### src/rtl/down_timer.sv
// ---------------------------------------------------------------------------
// down_timer
//   Programmable down-counting timer with reload. A load captures a start
//   value; while running, each enabled cycle decrements the count. Reaching
//   terminal count (1 -> next) raises a registered one-cycle expire pulse and
//   either restarts from the stored reload value (AUTO_RELOAD=1) or stops
//   (AUTO_RELOAD=0).
//
//   state | meaning
//   ------+-----------------------------------------------
//   IDLE  | count holds (0 after reset/stop), en ignored
//   RUN   | counting down on en, busy high
//
// Parameters
//   W           counter / load-value width (W >= 4)
//   AUTO_RELOAD 1: restart from reload value on expiry, 0: stop on expiry
//
// Ports
//   clk         sole clock, rising edge
//   rst_n       asynchronous active-low reset
//   load_valid  load request (highest priority)
//   load_value  start / reload value
//   en          decrement enable
//   stop        abort back to IDLE (below load in priority)
//   count       current count
//   busy        high while in RUN (decoded from state)
//   expire      one-cycle terminal-count pulse
// ---------------------------------------------------------------------------
module down_timer #(
    parameter int W           = 10,
    parameter bit AUTO_RELOAD = 1'b1
) (
    input  logic         clk,
    input  logic         rst_n,
    input  logic         load_valid,
    input  logic [W-1:0] load_value,
    input  logic         en,
    input  logic         stop,
    output logic [W-1:0] count,
    output logic         busy,
    output logic         expire
);

    typedef enum logic {
        IDLE = 1'b0,
        RUN  = 1'b1
    } state_t;

    state_t         state_q, state_d;
    logic [W-1:0]   count_q, count_d;
    logic [W-1:0]   reload_q, reload_d;
    logic           expire_q, expire_d;

    always_ff @(posedge clk or negedge rst_n) begin
        if (!rst_n) begin
            state_q  <= IDLE;
            count_q  <= '0;
            reload_q <= '0;
            expire_q <= 1'b0;
        end else begin
            state_q  <= state_d;
            count_q  <= count_d;
            reload_q <= reload_d;
            expire_q <= expire_d;
        end
    end

    always_comb begin
        state_d  = state_q;
        count_d  = count_q;
        reload_d = reload_q;
        expire_d = 1'b0;

        if (load_valid) begin
            reload_d = load_value;
            count_d  = load_value;
            // A zero load parks the timer rather than running into an underflow.
            state_d  = (load_value != '0) ? RUN : IDLE;
        end else if (stop) begin
            count_d = '0;
            state_d = IDLE;
        end else if (state_q == RUN && en) begin
            if (count_q == W'(1)) begin
                expire_d = 1'b1;
                if (AUTO_RELOAD) begin
                    count_d = reload_q;
                end else begin
                    count_d = '0;
                    state_d = IDLE;
                end
            end else begin
                // RUN never holds 0, so this only ever decrements from >= 2.
                count_d = count_q - W'(1);
            end
        end
    end

    assign count  = count_q;
    assign busy   = (state_q == RUN);
    assign expire = expire_q;

`ifndef SYNTHESIS
    ap_busy_nonzero : assert property (@(posedge clk) disable iff (!rst_n)
        busy |-> (count_q != '0));

    ap_busy_le_reload : assert property (@(posedge clk) disable iff (!rst_n)
        busy |-> (count_q <= reload_q));

    ap_expire_from_one : assert property (@(posedge clk) disable iff (!rst_n)
        expire |-> ($past(count_q) == W'(1)));

    ap_busy_fall_cause : assert property (@(posedge clk) disable iff (!rst_n)
        !busy |-> (!$past(busy) || $past(stop || load_valid || (count_q == W'(1)))));

    cp_expire : cover property (@(posedge clk) disable iff (!rst_n) expire);
`endif

endmodule
### config.mk
export PLATFORM = sky130hd
export DESIGN_NAME = down_timer
export DESIGN_NICKNAME = d
export VERILOG_FILES = /design/src/rtl/down_timer.sv
export SDC_FILE = /design/constraint.sdc
export NUM_CORES = 1
export LEC_CHECK = 0
export BUFFER_PORTS_ARGS = -buffer_cell sky130_fd_sc_hd__buf_2
export CORE_MARGIN = 3
export CORE_UTILIZATION = 45
export CTS_CLUSTER_SIZE = 40
export DETAILED_ROUTE_END_ITERATION = 16
export MAX_ROUTING_LAYER = met4
export PLACE_DENSITY = 0.67
export SETUP_SLACK_MARGIN = 0.02
export SYNTH_ARGS = -nofsm -noshare
export SYNTH_HDL_FRONTEND = slang
export SYNTH_SLANG_ARGS = --single-unit
### constraint.sdc
create_clock -name clk -period 5.18 [get_ports clk]
set_clock_uncertainty 0.1 [all_clocks]
set_input_delay 0.259 -clock clk [delete_from_list [all_inputs] [get_ports clk]]
set_output_delay 0.259 -clock clk [all_outputs]
set_load 0.005 [all_outputs]
==> results.yml, run 1 <==
critical_path:
  cp.required_ps: 5350
  cp_top_family: "simple AND/OR/NAND/NOR gates"
  worstRegToRegCells: 6
  cp_max_fo: 6
  cp_slowest_cell: "nor3b_1"
  path_cells: "inv_1 > ha_1 > nor3b_1 > nand3_1 > o211ai_1 > a22o_1"
  cp-end-kind: "register"
  cp.depth: 6
  start_kind: "register"
  worstSetupPathType: "reg2reg"
  cpPeakStageDelay_ps: 560
  arrival_ps: 2370
  cp_num_buf_inv: 1
synth:
  ys_types: 37
  synth_top_area_share_pct: 44.9
  synth_xor_area_share_pct: 0.714
  yosys.area.top_type: "dfrtp_1"
  synth_warnings: 0
  synth_fp_nets: 144
  seq_area_frac_synth_pct: 44.9
  ys_async_sr_fraction_pct: 100
  synth_top_family_by_area: "compound AO/OA/AOI/OAI gates"
  synth_simple_gate_area_share_pct: 16.6
  synth_seq_cells: 22
  netlist_instances: 127
  synth-compound-area-share_pct: 23.4
  synth_area_leaders: "dfrtp_1 45%, mux2_2 4.6%, o21ai_0 3.7%"
  ys.flop_type: "dfrtp_1"
  yosys-mux-area-fraction_pct: 7.86
  synth_edf_count: 0
  synth_fa_ha_area_share_pct: 2.04
  syn_area_sq_um: 1230
  netlist_top_cells_count: "22 x dfrtp_1, 12 x nand2_1, 9 x inv_1, 9 x o21ai_0, 6 x nor3_1"
  syn_area_per_cell_sq_um: 9.65
  yosysMostFrequentCell: "dfrtp_1"
die:
  fp.dieW_microns: 58.2
  initial_utilization_pct: 48.2
  ioPinCount: 27
  die_area_sq_um: 3390
  fp.coreArea_sq_um: 2540
  rows: 18
  die_h_microns: 58.2
power_and_ir_drop:
  p_leak_nw: 0.634
  vdd_drop_max_uv: 153
  p_clk_share_pct: 26.4
  p_sw_mw: 0.123
  intPower_mw: 0.264
  p_sw_share_pct: 31.8
  combPwrFrac_pct: 21.4
  power_frac_seq_pct: 52.1
  power_density_nw_per_um2: 273
  total_power_mw: 0.387
global_route:
  antenna_found_initial: 0
  grt-ovfl-total: 0
  grt_pass1_wl_microns: 5110
  grt_pass1_vias: 1082
  grt_usage_pct: 20.0
  grt_max_degree: 25
route:
  initialDrtViolationCount: 44
  drc: 0
  drtPass1Iterations: 4
  vias_per_cell: 6.24
  routedWlPerCell_microns: 16.9
  num_vias: 1142
  antenna_left: 0
  drt-total-wl_microns: 3090
cells_and_area:
  drive_gt1_share_pct: 26.8
  final_core_util_pct: 55.8
  regArea_sq_um: 551
  antenna_cells: 0
  area_growth_pct: 15.7
  nFillCells: 244
  fin_nets: 171
  multi_input_area_sq_um: 621
clock_tree:
  postCtsSetupBuffers: 0
  cts_hold_buf: 1
  cts_made_buffers: 3
  cts.sinks: 22
  clk_pin_slew_worst_paths_ps: 140
  cts_resized: 0
  clockBufferDepth: 2
  htreeDepth: 1
  cts_tree: "built"
  insertion_delay_ps: 320
  cts-root-buf: "clkbuf_4"
placement:
  globalplace.congestion: 0.931
  place_ws_ps: 3060
  port_buffers: 26
  dp_hpwl_microns: 2240
sta:
  drv_slew: 0
  worstMarginPinSlew_ps: 790
  rsz0062_at_grt: "no"
  fin_setup_tns_ps: 0
  setup_ws_ps: 2990
  min_period_ps: 2190
  setup_viol: 0
  whs_ps: 84.8
  hold_viol: 0
  slew_headroom_pct: 46.9
  finalCritPeriodShare_pct: 42.3
  max_freq_ghz: 0.456
worst_hold_path:
  hp-class: "in2reg"
  hold_path_depth: 2
run:
  cap_violations: 0
outcome:
  outcome: "completed"
-- cells by family after synthesis --
kind of cell | Yosys count
buffers and inverters | 14
flip-flops | 22
multiplexers | 9
XOR/XNOR | 1
AND/OR/NAND/NOR | 40
adder cells (fa/ha/maj) | 2
AO/OA/AOI/OAI | 39
-- layout make-up --
type / instances / area share [%]
flip-flops and latches: 22 / 38.8
repair buffers: 27 / 9.88
clock buffers: 4 / 2.56
well taps: 30 / 2.65
inverters: 9 / 2.38
multi-input cells: 91 / 43.7
-- sequential cells by signal, indices dropped and copies added (netlist names) --
name	count
expire	1
busy	1
count	10
reload_q	10
-- worst register-to-register path: stages (launching register included) --
cell	delay (ps)
dfrtp_1	470
inv_1	110
ha_1	220
nor3b_1	560
nand3_1	300
o211ai_1	250
a22o_1	140
-- through the flow --
stage          instances  cell area [sq um]
2_1_floorplan        127               1230
3_3_place_gp         178               1370
3_5_place_dp         178               1370
5_1_grt              183               1420
6_report             183               1420
4_1_cts              183               1420
-- path summary, 6_finish.rpt --
path,from,end,slack (ps)
worst max-delay path,count[1]$_DFFE_PN0P_,count[0]$_DFFE_PN0P_,2990
worst min-delay path,load_value[8],count[8]$_DFFE_PN0P_,80
min in group asynchronous,rst_n,reload_q[5]$_DFFE_PN0P_,320
max in group asynchronous,rst_n,count[3]$_DFFE_PN0P_,4320
worst min register to register,reload_q[1]$_DFFE_PN0P_,reload_q[1]$_DFFE_PN0P_,420
worst max register to register,count[1]$_DFFE_PN0P_,count[0]$_DFFE_PN0P_,2990
-- layout by cell type (no fill, tap or decap), types with 4 or more instances in the layout --
cell type	count
a21oi_1	4
buf_2	26
dfrtp_1	22
inv_1	9
mux2_2	5
mux2i_1	4
nand2_1	12
nand3_1	5
nor2_1	5
nor3_1	6
o211ai_1	5
o21ai_0	9
or3_1	4
-- metal layers --
metal  part of all wire (%)  GRT usage [%]
met4                    1.5           6.62
met5                      0              -
met3                    8.1           3.34
met1                     44           26.4
met2                     46           31.1
-- power groups by stage --
stage          sequential, mW  clock (mW)  combinational [mW]
3_3_place_gp            0.204           0              0.0812
6_report                0.202       0.102              0.0831
2_1_floorplan           0.202           0              0.0531
5_1_grt                 0.205       0.110              0.0925
3_5_place_dp            0.205           0              0.0821
4_1_cts                 0.202       0.102              0.0831
Power figures use the tool's default switching activity.
==> run 2, diff against run 1 <==
- PLACE_DENSITY: 0.67 -> 0.7
- clock period: 5.18 -> 1.9 ns (I/O delays scaled with it)
==> run 2 against run 1 <==
Critical path depth unchanged. Count of clock-buffer cells in the layout did not move. First-iteration DRC count shrank 9.1%. Sequential power grew to 2.7 times the previous value. Sequential share of layout area fell by 6.1 points.
==> results.yml, run 2 (synthesis results as in run 1) <==
outcome:
  outcome: "completed"
cells_and_area:
  antenna_cells: 0
  area_growth_pct: 37.3
  regArea_sq_um: 551
  fin_nets: 197
  drive_gt1_share_pct: 35.2
  final_common_cell: "buf_2"
  multi_input_area_sq_um: 666
  final_cell_mix: "26 x buf_2, 22 x dfrtp_1, 16 x buf_4"
  nFillCells: 208
clock_tree:
  insertion_delay_ps: 310
  clockBufferDepth: 2
  cts_tree: "built"
  htreeDepth: 1
  cts-root-buf: "clkbuf_4"
  clk_pin_slew_worst_paths_ps: 130
  cts.sinks: 22
  cts_made_buffers: 3
sta:
  drv_slew: 0
  fin_setup_tns_ps: 0
  max_freq_ghz: 0.536
  finalCritPeriodShare_pct: 98.2
  whs_ps: 18.6
  rsz0062_at_grt: "yes"
  hold_viol: 0
  slew_headroom_pct: 62.6
  worstMarginPinSlew_ps: 556
  min_period_ps: 1870
  setup_viol: 0
global_route:
  grt_usage_pct: 23.6
  grt-ovfl-total: 0
  grt_pass1_wl_microns: 5950
  grt_pass1_vias: 1284
  grt_max_degree: 23
  antenna_found_initial: 0
route:
  initialDrtViolationCount: 40
  num_vias: 1257
  highest_layer: "met4"
  drtPass1Iterations: 4
  wl_met3_microns: 281
  wl_met1_microns: 1470
  met2WireLength_microns: 1730
  vias_per_cell: 6.01
  antenna_left: 0
  drc: 0
  drt-total-wl_microns: 3540
  routedWlPerCell_microns: 16.9
critical_path:
  r2r-start: "count[1]$_DFFE_PN0P_"
  path_cells: "inv_2 > ha_4 > or3b_4 > or3_4 > a31oi_4 > o21ai_2"
  worstSetupPathType: "reg2reg"
  r2r_end: "count[4]$_DFFE_PN0P_"
  start_kind: "register"
  cp_max_fo: 6
  cp_slowest_cell: "dfrtp_1"
  regToRegSetupSlack_ps: 30
  worstRegToRegCells: 6
  cp-end-kind: "register"
  cp.required_ps: 2000
  cpPeakStageDelay_ps: 430
  arrival_ps: 1970
worst_hold_path:
  min_to: "reload_q[7]$_DFFE_PN0P_"
  hold_path_depth: 3
  timing.hold.worst.start: "load_value[7]"
  hp-class: "in2reg"
placement:
  port_buffers: 26
  globalplace.congestion: 0.911
  dp_hpwl_microns: 2480
die:
  fp.dieW_microns: 58.2
  die_h_microns: 58.2
  initial_utilization_pct: 48.2
  ioPinCount: 27
  rows: 18
  fp.coreArea_sq_um: 2540
  die_area_sq_um: 3390
power_and_ir_drop:
  combPwrFrac_pct: 28.8
  p_sw_mw: 0.351
  power_density_nw_per_um2: 670
  intPower_mw: 0.778
  p_clk_share_pct: 23.6
  vdd_drop_max_uv: 535
  power_frac_seq_pct: 47.7
  p_sw_share_pct: 31.1
  p_leak_nw: 0.764
run:
  cap_violations: 0
[run 2: cell count changes in the layout (fill, tap and decap cells not counted), sizes merged]
cell	delta
buf	+16
dlygate4sd3	+10
[run 2: timing repair]
item | CTS | global route
endpoints found under the hold margin | 41 | 0
endpoints found under the setup margin | 5 | 5
pin swaps | 1 | 1
hold buffers | 11 | 0
buffers inserted | 0 | 1
resized for setup | 4 | 7
[run 2: layout make-up]
type / instances / share of cell area, %
flip-flops and latches: 22 / 32.7
inverters: 9 / 2.01
multi-input cells: 91 / 39.5
well taps: 30 / 2.23
clock buffers: 4 / 2.15
repair buffers: 53 / 21.4
[run 2: worst max-delay path by stage]
stage,startpoint,endpoint,slack (ps)
2_1_floorplan,count[1]$_DFFE_PN0P_,count[4]$_DFFE_PN0P_,50
3_3_place_gp,count[1]$_DFFE_PN0P_,count[0]$_DFFE_PN0P_,70
3_5_place_dp,count[1]$_DFFE_PN0P_,count[4]$_DFFE_PN0P_,-60
4_1_cts,count[1]$_DFFE_PN0P_,count[4]$_DFFE_PN0P_,40
5_1_grt,count[0]$_DFFE_PN0P_,count[8]$_DFFE_PN0P_,-2
6_report,count[1]$_DFFE_PN0P_,count[4]$_DFFE_PN0P_,30
[run 2: through the flow]
| step | instances | cell area [sq um] | utilization [%] | total power [mW] | worst slack, ps |
|---|---|---|---|---|---|
| floorplan | 127 | 1230 | - | 0.697 | 50.2 |
| global placement | 193 | 1490 | 58.5 | 0.819 | 71.6 |
| detailed placement | 193 | 1490 | 58.5 | 0.828 | -64.5 |
| CTS | 208 | 1650 | 64.9 | 1.11 | 37.5 |
| global route | 209 | 1680 | 66.2 | 1.19 | -1.77 |
| finish | 209 | 1680 | 66.2 | 1.13 | 33.5 |
[run 2: power by group through the flow]
stage / combinational (mW) / clock, mW / sequential [mW]
finish: 0.325 / 0.266 / 0.538
global route: 0.358 / 0.286 / 0.544
CTS: 0.305 / 0.268 / 0.537
detailed placement: 0.283 / 0 / 0.545
global placement: 0.276 / 0 / 0.543
floorplan: 0.146 / 0 / 0.551
[run 2: worst max-delay path, delay by kind of cell (launching register included)]
kind | cells | cell delay (ps)
AND/OR/NAND/NOR | 2 | 790
adder cells (fa/ha/maj) | 1 | 140
buffers and inverters | 1 | 90
AO/OA/AOI/OAI | 2 | 220
flip-flops | 1 | 430
[run 2: routing by layer]
layer | track usage, % | up-vias
met5 | - | -
met4 | 10.3 | 0
met3 | 2.45 | 8
met2 | 38.4 | 71
met1 | 29.7 | 600
li1 | - | 578
==> run 3, diff against run 2 <==
- CORE_MARGIN: 3 -> 2
- RECOVER_POWER: unset -> 100
==> run 3 against run 2 <==
Register-to-register slack better by 30 ps. Largest cell class unchanged. Non-clock buffer count rose by 3. Sequential power about the same.
==> results.yml, run 3 (synthesis results as in run 1) <==
outcome:
  outcome: "completed"
power_and_ir_drop:
  vdd_drop_max_uv: 552
  p_sw_share_pct: 31.4
  p_clk_share_pct: 20.4
  p_sw_mw: 0.334
  power_frac_seq_pct: 50.7
  p_leak_nw: 0.741
  intPower_mw: 0.729
  total_power_mw: 1.06
  combPwrFrac_pct: 28.9
  power_density_nw_per_um2: 642
critical_path:
  cp-end-kind: "register"
  cp_max_fo: 6
  cp.required_ps: 2010
  cp_num_buf_inv: 1
  cp_top_family: "compound AO/OA/AOI/OAI gates"
  cpPeakStageDelay_ps: 420
  start_kind: "register"
  worstSetupPathType: "reg2reg"
  cp_slowest_cell: "dfrtp_1"
  arrival_ps: 1950
  path_cells: "inv_2 > ha_4 > or3b_4 > o311ai_2 > o211ai_1 > a22o_1"
route:
  drt-total-wl_microns: 3380
  antenna_left: 0
  vias_per_cell: 5.71
  initialDrtViolationCount: 38
  drc: 0
  routedWlPerCell_microns: 16.0
  drtPass1Iterations: 4
  num_vias: 1205
global_route:
  gr-usage-met2_pct: 35.8
  grt_use_met3_pct: 2.09
  top_usage_layer: "met2"
  grt_util_met1_pct: 29.2
  grt_usage_pct: 22.9
  grt_max_degree: 23
  grt_pass1_wl_microns: 5460
  antenna_found_initial: 0
  grt-ovfl-total: 0
  grt_pass1_vias: 1229
sta:
  whs_ps: 33.9
  drv_slew: 0
  setup_viol: 0
  max_freq_ghz: 0.546
  rsz0062_at_grt: "yes"
  min_period_ps: 1830
  finalCritPeriodShare_pct: 96.4
  hold_viol: 0
  worstMarginPinSlew_ps: 1180
  fin_setup_tns_ps: 0
  slew_headroom_pct: 21.2
clock_tree:
  cts_tree: "built"
  cts_made_buffers: 3
  cts.sinks: 22
  clockBufferDepth: 2
  insertion_delay_ps: 310
  clk_pin_slew_worst_paths_ps: 120
  htreeDepth: 1
  cts-root-buf: "clkbuf_4"
placement:
  port_buffers: 26
  globalplace.congestion: 0.974
  dp.cells: 195
  dp_hpwl_microns: 2390
die:
  rows: 18
  die_area_sq_um: 3160
  initial_utilization_pct: 48.6
  fp.coreArea_sq_um: 2520
  fp.dieW_microns: 56.2
  ioPinCount: 27
  die_h_microns: 56.2
cells_and_area:
  layoutNonFillerInstCount: 211
  area_growth_pct: 35.2
  final_cell_mix: "23 x buf_2, 21 x dfrtp_1, 14 x buf_4"
  final_common_cell: "buf_2"
  antenna_cells: 0
  drive_gt1_share_pct: 30.9
  fin_nets: 200
worst_hold_path:
  hp-class: "in2reg"
run:
  cap_violations: 0
==> run 3: per-layer routing <==
| layer | wire (microns) | share of wire [%] | vias up |
|---|---|---|---|
| li1 | - | - | 590 |
| met1 | 1600 | 48 | 588 |
| met2 | 1640 | 48 | 22 |
| met3 | 89 | 2.6 | 5 |
| met4 | 47 | 1.4 | 0 |
| met5 | 0 | 0 | - |
==> run 3: worst paths after layout <==
kind | depth (start not counted) | end | slack (ps) | startpoint
setup / recovery | 6 | count[0]$_DFFE_PN0P_ | 70 | count[1]$_DFFE_PN0P_
setup reg to reg | 6 | count[0]$_DFFE_PN0P_ | 70 | count[1]$_DFFE_PN0P_
hold reg to reg | 1 | reload_q[4]$_DFFE_PN0P_ | 430 | reload_q[4]$_DFFE_PN0P_
max in group asynchronous | 2 | count[0]$_DFFE_PN0P_ | 490 | rst_n
min in group asynchronous | 2 | reload_q[6]$_DFFE_PN0P_ | 430 | rst_n
hold / removal | 3 | count[7]$_DFFE_PN0P_ | 30 | stop
==> run 3: stage by stage <==
step	worst slack, ps	cell area [sq um]	utilization [%]
floorplan	50.2	1230	-
global placement	105	1500	59.6
detailed placement	30.0	1500	59.6
CTS	46.9	1650	65.4
global route	2.27	1660	65.7
finish	67.6	1660	65.7
==> run 3: layout make-up <==
class	count	area (sq um)
Multi-Input combinational cell	91	646
Timing Repair Buffer	56	367
Inverter	9	33.8
Sequential cell	22	552
Fill cell	212	865
Clock buffer	3	22.5
Tap cell	30	37.5
==> run 3: what timing repair did <==
| item | in CTS | in global routing |
|---|---|---|
| hold endpoints to repair | 42 | 0 |
| buffers inserted | 0 | 1 |
| endpoints found under the setup margin | 1 | 5 |
| gates resized for setup | 1 | 5 |
| pin swaps | 0 | 4 |
| hold buffers | 12 | 0 |
==> run 3: worst register-to-register path: cells and delay by family, from the launching register on <==
kind / cells / cell delay (ps)
buf+inv: 1 / 90
fa+ha+maj: 1 / 130
compound gates: 3 / 590
simple gates: 1 / 420
flops: 1 / 420
==> run 3: power by group through the flow <==
stage / Combinational (mW) / Sequential [mW] / Clock, mW
after global routing: 0.338 / 0.547 / 0.234
final: 0.307 / 0.539 / 0.217
after global placement: 0.282 / 0.545 / 0
after detailed placement: 0.283 / 0.546 / 0
after CTS: 0.304 / 0.538 / 0.223
after floorplan: 0.146 / 0.551 / 0
